$ cat src/rtl/timer_pkg.sv
// Shared definitions for the machine timer: register offsets, CTRL bit
// positions, the CTRL register layout and a helper that packs CTRL into
// its 32-bit read-back word.
package timer_pkg;

    localparam int CTRL_PRESC_W = 8;

    localparam logic [7:0] OFS_MTIME_LO    = 8'h00;
    localparam logic [7:0] OFS_MTIME_HI    = 8'h04;
    localparam logic [7:0] OFS_MTIMECMP_LO = 8'h08;
    localparam logic [7:0] OFS_MTIMECMP_HI = 8'h0C;
    localparam logic [7:0] OFS_CTRL        = 8'h10;

    localparam int CTRL_EN_BIT    = 0;
    localparam int CTRL_PRESC_LSB = 8;

    typedef struct packed {
        logic [CTRL_PRESC_W-1:0] prescale;
        logic                    en;
    } ctrl_t;

    // Place the CTRL fields at their bit positions; unused bits read 0.
    function automatic logic [31:0] ctrl_to_word(input ctrl_t c);
        logic [31:0] w;
        w = 32'h0000_0000;
        w[CTRL_EN_BIT] = c.en;
        w[CTRL_PRESC_LSB +: CTRL_PRESC_W] = c.prescale;
        return w;
    endfunction

endpackage

$ cat src/rtl/machine_timer_if.sv
// Register-port bundle of the machine timer.
//   req/we/addr/wdata : request from software side (master drives)
//   rdata/ack/err     : registered response, one cycle after req (slave drives)
interface machine_timer_if #(
    parameter int ADDR_W = 8
);
    logic              req;
    logic              we;
    logic [ADDR_W-1:0] addr;
    logic [31:0]       wdata;
    logic [31:0]       rdata;
    logic              ack;
    logic              err;

    modport master (output req, we, addr, wdata, input rdata, ack, err);
    modport slave  (input req, we, addr, wdata, output rdata, ack, err);
endinterface

$ cat src/rtl/timer_prescaler.sv
// Prescaler for mtime: issues one tick every prescale+1 cycles while en = 1.
//   clk, rst_n : clock, async active-low reset
//   en         : counting enable; 0 clears the counter
//   prescale   : terminal count
//   tick       : one-cycle increment strobe for mtime
module timer_prescaler #(
    parameter int PRESC_W = 8
) (
    input  logic               clk,
    input  logic               rst_n,
    input  logic               en,
    input  logic [PRESC_W-1:0] prescale,
    output logic               tick
);

    logic [PRESC_W-1:0] presc_cnt_q;
    logic [PRESC_W-1:0] presc_cnt_d;

    // Next count and tick; >= keeps the counter from running away if prescale is lowered mid-count.
    always_comb begin
        tick        = 1'b0;
        presc_cnt_d = {PRESC_W{1'b0}};
        if (en) begin
            if (presc_cnt_q >= prescale) begin
                tick        = 1'b1;
                presc_cnt_d = {PRESC_W{1'b0}};
            end else begin
                presc_cnt_d = presc_cnt_q + PRESC_W'(1);
            end
        end else begin
            presc_cnt_d = {PRESC_W{1'b0}};
        end
    end

    // Counter register.
    always_ff @(posedge clk or negedge rst_n) begin
        if (!rst_n) begin
            presc_cnt_q <= {PRESC_W{1'b0}};
        end else begin
            presc_cnt_q <= presc_cnt_d;
        end
    end

endmodule

$ cat src/rtl/machine_timer.sv
// RISC-V machine timer: 64-bit mtime with prescaler, 64-bit mtimecmp and
// the level timer interrupt feeding mip.MTIP.
//   clk, rst_n : clock, async active-low reset
//   bus        : 32-bit single-outstanding register port (slave side)
//   timer_irq  : registered, 1 while en = 1 and mtime >= mtimecmp
// A MTIME_LO read snapshots mtime[63:32] into hi_shadow so the following
// MTIME_HI read returns a value coherent with the low half.
module machine_timer
    import timer_pkg::*;
#(
    parameter int          ADDR_W    = 8,
    parameter int          PRESC_W   = CTRL_PRESC_W,
    parameter logic [63:0] CMP_RESET = 64'hFFFF_FFFF_FFFF_FFFF
) (
    input  logic                  clk,
    input  logic                  rst_n,
    machine_timer_if.slave        bus,
    output logic                  timer_irq
);

    localparam logic [ADDR_W-1:0] A_MTIME_LO = ADDR_W'(OFS_MTIME_LO);
    localparam logic [ADDR_W-1:0] A_MTIME_HI = ADDR_W'(OFS_MTIME_HI);
    localparam logic [ADDR_W-1:0] A_CMP_LO   = ADDR_W'(OFS_MTIMECMP_LO);
    localparam logic [ADDR_W-1:0] A_CMP_HI   = ADDR_W'(OFS_MTIMECMP_HI);
    localparam logic [ADDR_W-1:0] A_CTRL     = ADDR_W'(OFS_CTRL);

    logic [63:0] mtime_q, mtime_d;
    logic [63:0] mtimecmp_q, mtimecmp_d;
    ctrl_t       ctrl_q, ctrl_d;
    logic [31:0] hi_shadow_q, hi_shadow_d;
    logic [31:0] rdata_q, rdata_d;
    logic        ack_q, ack_d;
    logic        err_q, err_d;
    logic        irq_q, irq_d;

    logic              tick_s;
    logic [ADDR_W-1:0] addr_s;
    logic              bad_addr_s;
    logic              wr_s;
    logic              rd_s;

    timer_prescaler #(
        .PRESC_W (PRESC_W)
    ) u_prescaler (
        .clk      (clk),
        .rst_n    (rst_n),
        .en       (ctrl_q.en),
        .prescale (ctrl_q.prescale),
        .tick     (tick_s)
    );

    assign addr_s     = bus.addr;
    assign bad_addr_s = (addr_s > A_CTRL) || (addr_s[1:0] != 2'b00);
    assign wr_s       = bus.req && bus.we && !bad_addr_s;
    assign rd_s       = bus.req && !bus.we && !bad_addr_s;

    // Register updates and read mux; a mtime write replaces the tick for that cycle, no carry between halves.
    always_comb begin
        mtime_d     = tick_s ? (mtime_q + 64'd1) : mtime_q;
        mtimecmp_d  = mtimecmp_q;
        ctrl_d      = ctrl_q;
        hi_shadow_d = hi_shadow_q;
        rdata_d     = 32'h0000_0000;
        if (wr_s) begin
            case (addr_s)
                A_MTIME_LO: mtime_d = {mtime_q[63:32], bus.wdata};
                A_MTIME_HI: mtime_d = {bus.wdata, mtime_q[31:0]};
                A_CMP_LO:   mtimecmp_d = {mtimecmp_q[63:32], bus.wdata};
                A_CMP_HI:   mtimecmp_d = {bus.wdata, mtimecmp_q[31:0]};
                A_CTRL: begin
                    ctrl_d.en       = bus.wdata[CTRL_EN_BIT];
                    ctrl_d.prescale = bus.wdata[CTRL_PRESC_LSB +: CTRL_PRESC_W];
                end
                default: ctrl_d = ctrl_q;
            endcase
        end else if (rd_s) begin
            case (addr_s)
                A_MTIME_LO: begin
                    rdata_d     = mtime_q[31:0];
                    hi_shadow_d = mtime_q[63:32];
                end
                A_MTIME_HI: rdata_d = hi_shadow_q;
                A_CMP_LO:   rdata_d = mtimecmp_q[31:0];
                A_CMP_HI:   rdata_d = mtimecmp_q[63:32];
                A_CTRL:     rdata_d = ctrl_to_word(ctrl_q);
                default:    rdata_d = 32'h0000_0000;
            endcase
        end else begin
            rdata_d = 32'h0000_0000;
        end
    end

    // Response flags and the interrupt compare, all captured for a one-cycle registered output.
    always_comb begin
        ack_d = bus.req;
        err_d = bus.req && bad_addr_s;
        irq_d = ctrl_q.en && (mtime_q >= mtimecmp_q);
    end

    // State and output registers.
    always_ff @(posedge clk or negedge rst_n) begin
        if (!rst_n) begin
            mtime_q     <= 64'h0;
            mtimecmp_q  <= CMP_RESET;
            ctrl_q      <= ctrl_t'({(CTRL_PRESC_W + 1){1'b0}});
            hi_shadow_q <= 32'h0000_0000;
            rdata_q     <= 32'h0000_0000;
            ack_q       <= 1'b0;
            err_q       <= 1'b0;
            irq_q       <= 1'b0;
        end else begin
            mtime_q     <= mtime_d;
            mtimecmp_q  <= mtimecmp_d;
            ctrl_q      <= ctrl_d;
            hi_shadow_q <= hi_shadow_d;
            rdata_q     <= rdata_d;
            ack_q       <= ack_d;
            err_q       <= err_d;
            irq_q       <= irq_d;
        end
    end

    assign bus.rdata = rdata_q;
    assign bus.ack   = ack_q;
    assign bus.err   = err_q;
    assign timer_irq = irq_q;

endmodule
$ cat src/flat_wrapper.sv
// flat-port wrapper written by rule: the top's interface ports become plain ports
module machine_timer_flat import timer_pkg::*;
#(
    parameter int          ADDR_W    = 8,
    parameter int          PRESC_W   = CTRL_PRESC_W,
    parameter logic [63:0] CMP_RESET = 64'hFFFF_FFFF_FFFF_FFFF
)
  (clk, rst_n, timer_irq, bus_req, bus_we, bus_addr, bus_wdata, bus_rdata, bus_ack, bus_err);
  machine_timer_if #(.ADDR_W(ADDR_W)) bus_i ();
  input  logic clk;
  input  logic rst_n;
  output logic timer_irq;
  input wire logic [$bits(bus_i.req)-1:0] bus_req;
  input wire logic [$bits(bus_i.we)-1:0] bus_we;
  input wire logic [$bits(bus_i.addr)-1:0] bus_addr;
  input wire logic [$bits(bus_i.wdata)-1:0] bus_wdata;
  output wire logic [$bits(bus_i.rdata)-1:0] bus_rdata;
  output wire logic [$bits(bus_i.ack)-1:0] bus_ack;
  output wire logic [$bits(bus_i.err)-1:0] bus_err;
  assign bus_i.req = bus_req;
  assign bus_i.we = bus_we;
  assign bus_i.addr = bus_addr;
  assign bus_i.wdata = bus_wdata;
  assign bus_rdata = bus_i.rdata;
  assign bus_ack = bus_i.ack;
  assign bus_err = bus_i.err;
  machine_timer #(.ADDR_W(ADDR_W), .PRESC_W(PRESC_W), .CMP_RESET(CMP_RESET)) u_core (.clk(clk), .rst_n(rst_n), .bus(bus_i), .timer_irq(timer_irq));
endmodule
$ cat config.mk
export PLATFORM = sky130hd
export DESIGN_NAME = machine_timer_flat
export DESIGN_NICKNAME = d
export VERILOG_FILES = /design/src/rtl/timer_pkg.sv /design/src/rtl/machine_timer_if.sv /design/src/rtl/timer_prescaler.sv /design/src/rtl/machine_timer.sv /design/src/flat_wrapper.sv
export SDC_FILE = /design/constraint.sdc
export NUM_CORES = 1
export LEC_CHECK = 0
export CORE_ASPECT_RATIO = 2
export CORE_MARGIN = 2
export CORE_UTILIZATION = 30
export DETAILED_ROUTE_END_ITERATION = 12
export PLACE_DENSITY = 0.57
export SETUP_SLACK_MARGIN = 0.15
export SLEW_MARGIN = 20
export SYNTH_ARGS = -nofsm -noshare
export SYNTH_HDL_FRONTEND = slang
export SYNTH_HIERARCHICAL = 1
export SYNTH_SLANG_ARGS = --single-unit
$ cat constraint.sdc
create_clock -name clk -period 6.5 [get_ports clk]
set_input_delay 0.975 -clock clk [delete_from_list [all_inputs] [get_ports clk]]
set_output_delay 0.975 -clock clk [all_outputs]
set_load 0.005 [all_outputs]
==> After elaboration in Yosys (flattened, before gate mapping) <==
Index checks and enable logic that the tools add are counted.
Widths: inputs -> output; s select.
{ "totals": {"reg_bits": 212, "input_bits": 44, "output_inout_bits": 35, "word_cells": 52} }
{ "op_classes": {"add_sub_neg": 2, "magnitude_cmp": 3, "eq_ne": 6, "muxes": 11, "bitwise_logic": 3, "n_reduce_logical": 15} }
{ "op_table": {"columns": ["cell", "n"], "rows": [
  ["$pmux 64 s2", 2],
  ["$pmux 32 s5", 1],
  ["$mux 64", 2],
  ["$add 64x1->64 const B", 1],
  ["$ge 64x64->1", 1],
  ["$mux 32", 2],
  ["$eq 8x4->1 const B", 2],
  ["$mux 8", 2],
  ["$reduce_and 3->1", 3],
  ["$add 8x1->8 const B", 1],
  ["$eq 8x3->1 const B", 1],
  ["$eq 8x5->1 const B", 1],
  ["$ge 8x8->1", 1],
  ["$gt 8x5->1 const B", 1],
  ["$logic_not 8->1", 1],
  ["$logic_and 1x1->1", 6],
  ["$ne 2x2->1 const B", 2],
  ["$not 1->1", 3],
  ["$logic_not 1->1", 2],
  ["$mux 1", 2],
  ["$reduce_and 2->1", 1],
  ["$reduce_bool 2->1", 1],
  ["$logic_or 1x1->1", 1]
]} }

==> Logic depth before layout (Yosys ltp) <==
{ "depth": {"word_depth": 6, "depth_mapped": 13, "ltp_nobuf": 12} }

==> Modules after synthesis <==
Netlist, hierarchy kept.
{ "modules_own_cells": {"columns": ["module", "instances", "cells_per_inst", "area_per_inst_um2", "seq_area_each_um2"], "rows": [
  ["machine_timer", 1, 1197, 11750.0, 5185.0],
  ["timer_prescaler", 1, 58, 571.8, 200.2]
]} }

==> Worst setup path before layout <==
No wires, ideal clock.
{ "synth_timing": {"kind": "input to register", "start": "input bus_addr[7]", "end": "register u_core/ctrl_q[0] (netlist bit)", "setup_ns": 0.125, "arrival_time_ns": 2.880, "t_required_ns": 6.375, "path_slack_ns": 3.495, "stages": 7, "n_path_buf": 2, "cell_sequence": "or2_1 -> clkbuf_1 -> nor4_1 -> nor4b_2 -> and3_1 -> buf_4 -> mux2_2"} }
{ "synth_via": {"elab_chain_len": 5, "word_cells_on_any_way": 6, "cone_classes": "1 x order compare; 1 x eq/ne; 4 x reduce/logical"} }
{ "synth_lines": {"columns": ["element", "line_no", "source"], "rows": [
  ["start: declaration", "flat_wrapper.sv:15", "input wire logic [$bits(bus_i.addr)-1:0] bus_addr;"],
  ["$gt 8x5->1", "machine_timer.sv:53", "assign bad_addr_s = (addr_s > A_CTRL) || (addr_s[1:0] != 2'b00);"],
  ["$logic_or 1x1->1", "machine_timer.sv:53", null],
  ["$logic_not 1->1", "machine_timer.sv:54", "assign wr_s = bus.req && bus.we && !bad_addr_s;"],
  ["$logic_and 1x1->1", "machine_timer.sv:54", null],
  ["$reduce_and 2->1 (no line) *", null, null],
  ["end signal: assignment", "machine_timer.sv:105", "ctrl_q <= ctrl_t'({(CTRL_PRESC_W + 1){1'b0}});"],
  ["end signal: assignment", "machine_timer.sv:114", "ctrl_q <= ctrl_d;"],
  ["end: declaration", "machine_timer.sv:29", "ctrl_t ctrl_q, ctrl_d;"]
]} }
Mark *: on every way between the ends. The rest lies on a longest branch, timed or not.
A chain may end at the register's enable or synchronous reset.

==> Final worst setup path <==
{ "layout_timing": {"start": "input bus_addr[4]", "end": "register u_core.mtimecmp_q[22]"} }
{ "layout_via": {"elab_chain_len": 5, "word_cells_on_any_way": 8, "cone_classes": "1 x order compare; 2 x eq/ne; 1 x bitwise; 4 x reduce/logical"} }
{ "layout_lines": {"columns": ["element", "line_no", "source"], "rows": [
  ["$gt 8x5->1", "machine_timer.sv:53", null],
  ["$logic_or 1x1->1", "machine_timer.sv:53", null],
  ["$logic_not 1->1", "machine_timer.sv:54", null],
  ["$logic_and 1x1->1", "machine_timer.sv:54", null],
  ["$reduce_and 3->1 (no line) *", null, null],
  ["end signal: assignment", "machine_timer.sv:113", "mtimecmp_q <= mtimecmp_d;"],
  ["end: declaration", "machine_timer.sv:28", "logic [63:0] mtimecmp_q, mtimecmp_d;"]
]} }
Marks and branches as above.

==> results.toml <==
[routing]
wl_per_cell_um = 21.85
drc = 0
drtPass1Iterations = 7
routed_wl_um = 40830
dr.first_iter.drc_count = 827
num_vias = 10170
vias_per_cell = 5.443
ant_nets = 0

[floorplanning]
dieArea_um2 = 42810
row_count = 105
core_um2 = 40730
die_width_um = 147.3
initial_core_util = 0.3025
die_h_um = 290.6
io_pins = 79

[timing]
whs_ps = 464.0
setup_tns_ps = 0
worst_slack_ps = 2501
clock.fmax_ghz = 0.2501
period_minus_slack_ps = 3999
fin_crit_sh = 0.6152
rsz0062_at_grt = "no"
hold_viol = 0
fin_skew_ps = 10.23
tightestPinTransition_ps = 1028
max_slew_margin = 0.3092
setup_violations = 0
report.final.slew_viol_count = 0

[final_layout]
fill_cells = 4193
ff_latch_area_um2 = 5385
n_antenna_cell = 0
layout_common_cells = "nand2_1, dfrtp_1, inv_1"
multi_input_area_um2 = 6395
final_util = 0.3557
drive_above_1_share = 0.1792
area_delta_synth_final_pct = 17.57
finalNetCount = 1434
mostFrequentLayoutCell = "nand2_1"

[critical_path]
cp-end-kind = "register"
crit_path_max_fanout = 34
critical_path_class = "input port to register"
cp-start-kind = "input port"
crit_chain = "clkdlybuf4s50_1 > or4_1 > or2_1 > nor2_2 > nand4_2 > buf_4 > o21ai_0"
arrival_ps = 4450
crit_path_max_incr_delay_ps = 740
worst_ep_required_time_ps = 6950
crit_slowest_cell = "nand4_2"

[power]
p_leak_uw = 0.005976
p_total_uw = 3136
power_density_nw_per_um2 = 216.5
ir_worst_vdd_mv = 0.2014

[logic_synthesis]
synthCells = 1255
synth_ff_type = "dfrtp_1"
synthTopCellsByArea = "dfrtp_1, dfstp_2, ha_1, nand2_1, mux2_2"
yosys.area.top_type = "dfrtp_1"
synthArstFlopShare = 1.000
syn_area_um2 = 12320
synth_top_area_frac = 0.3006
synth.ff_latch_count = 212
yosysSeqAreaShare = 0.4370
synth_enable_flop_cells = 0
ys_warn_count = 6
synth.distinct_cells = 68
avgSynthCellArea_um2 = 9.818
synth.net_count = 1373

[grt]
grtUsageTotal = 0.1917
grt.overflow.total = 0
grt_pass1_vias = 10210
grt_first_pass_wirelength_um = 63160
grt_max_degree = 102
antenna_found_initial = 0

[hold_path]
hold_class = "input port to async pin"

[run]
maxCapViolCount = 0

[placed_design]
port_buffers = 78
pre_cts_slack_ps = 2014
dpl.hpwl_um = 29260
gp_congestion = 0.9499

[cts]
clockRootBuffer = "clkbuf_16"
cts_htree_levels = 1
post_cts_resized = 0
post-cts-setup-buffers = 0
clkSinkCount = 212
clk_pin_slew_worst_paths_ps = 60
insertion_delay_ps = 540
numCtsBuffers = 24
hold_buffers = 0
clockBufferDepth = 3
cts_tree = "built"

[status]
status = "finished clean"
cell type report:
| type | instances | share of cell area |
|---|---|---|
| Multi-Input combinational cell | 904 | 0.4414 |
| Inverter | 79 | 0.02047 |
| Sequential cell | 212 | 0.3717 |
| Clock buffer | 36 | 0.05087 |
| Timing Repair Buffer | 95 | 0.06236 |
| Tap cell | 535 | 0.04621 |
| Clock inverter | 8 | 0.006910 |
state kept, by name (all words and copies together) (netlist names):
name and flops:
u_core/bus.err 1, u_core/u_prescaler/presc_cnt_q 8, u_core/timer_irq 1, u_core/bus.rdata 32, u_core/ctrl_q 9, u_core/mtimecmp_q 64
u_core/bus.ack 1, u_core/mtime_q 64, u_core/hi_shadow_q 32
through the flow:
step / cell area (um^2) / cells
2_1_floorplan: 12320 / 1255
3_3_place_gp: 13650 / 1825
3_5_place_dp: 13650 / 1825
4_1_cts: 14490 / 1869
5_1_grt: 14490 / 1869
6_report: 14490 / 1869
worst paths after layout:
path                                                   start                           endpoint  slack [ps]  depth (start not counted)
setup / recovery                                 bus_addr[4]              u_core/mtimecmp_q[22]        2500                          7
hold / removal                                         rst_n               u_core/bus.rdata[20]         460                          1
setup reg to reg           u_core/u_prescaler/presc_cnt_q[3]                 u_core/mtime_q[19]        2560                         11
hold reg to reg            u_core/u_prescaler/presc_cnt_q[0]  u_core/u_prescaler/presc_cnt_q[0]         480                          1
max in group asynchronous                              rst_n               u_core/bus.rdata[11]        4630                          2
min in group clk           u_core/u_prescaler/presc_cnt_q[0]  u_core/u_prescaler/presc_cnt_q[0]         480                          1
where the power goes:
group | switching (uW) | leakage [uW] | total, uW | internal, uW
Sequential | 56.8 | 0.00263 | 1420 | 1360
Clock | 583 | 0.000412 | 1450 | 863
Combinational | 156 | 0.00294 | 269 | 113
Total | 796 | 0.00598 | 3140 | 2340
synth_stat cells (all sizes together) (9+ instances only):
| library cell | instances |
|---|---|
| o211ai | 22 |
| a22oi | 9 |
| o21ai | 70 |
| mux4 | 14 |
| nand4 | 37 |
| clkbuf | 40 |
| a211oi | 13 |
| and4 | 12 |
| buf | 20 |
| mux2i | 15 |
| inv | 79 |
| a21oi | 62 |
| nor3 | 28 |
| nand2 | 171 |
| and3 | 20 |
| nor2b | 16 |
| dfrtp | 148 |
| nor2 | 71 |
| a222oi | 9 |
| nor4 | 14 |
| mux2 | 77 |
| nand3 | 66 |
| a21o | 12 |
| ha | 74 |
| dfstp | 64 |
cell families (layout without fill, tap and decap cells):
family          count (synthesis)  after routing  share of synthesized area
mux                           106            106                     0.1161
simple gates                  471            471                     0.1901
buf+inv                       139            218                    0.04630
xor+xnor                       10             10                   0.007108
fa+ha+maj                      74             74                    0.07514
compound gates                243            243                     0.1283
flops                         212            212                     0.4370
routing by layer:
layer,share of wire,track usage,vias up
met5,0,0,-
met4,0.035,0.06989,0
met3,0.064,0.02747,74
met2,0.49,0.3230,401
met1,0.41,0.2493,5012
li1,-,-,4686
worst max-delay path, delay by kind of cell:
family / cells / cell delay [ps]
buffers and inverters: 2 / 980
AND/OR/NAND/NOR: 4 / 2250
AO/OA/AOI/OAI: 1 / 240
Note: power is estimated with default switching activity, not from simulation.
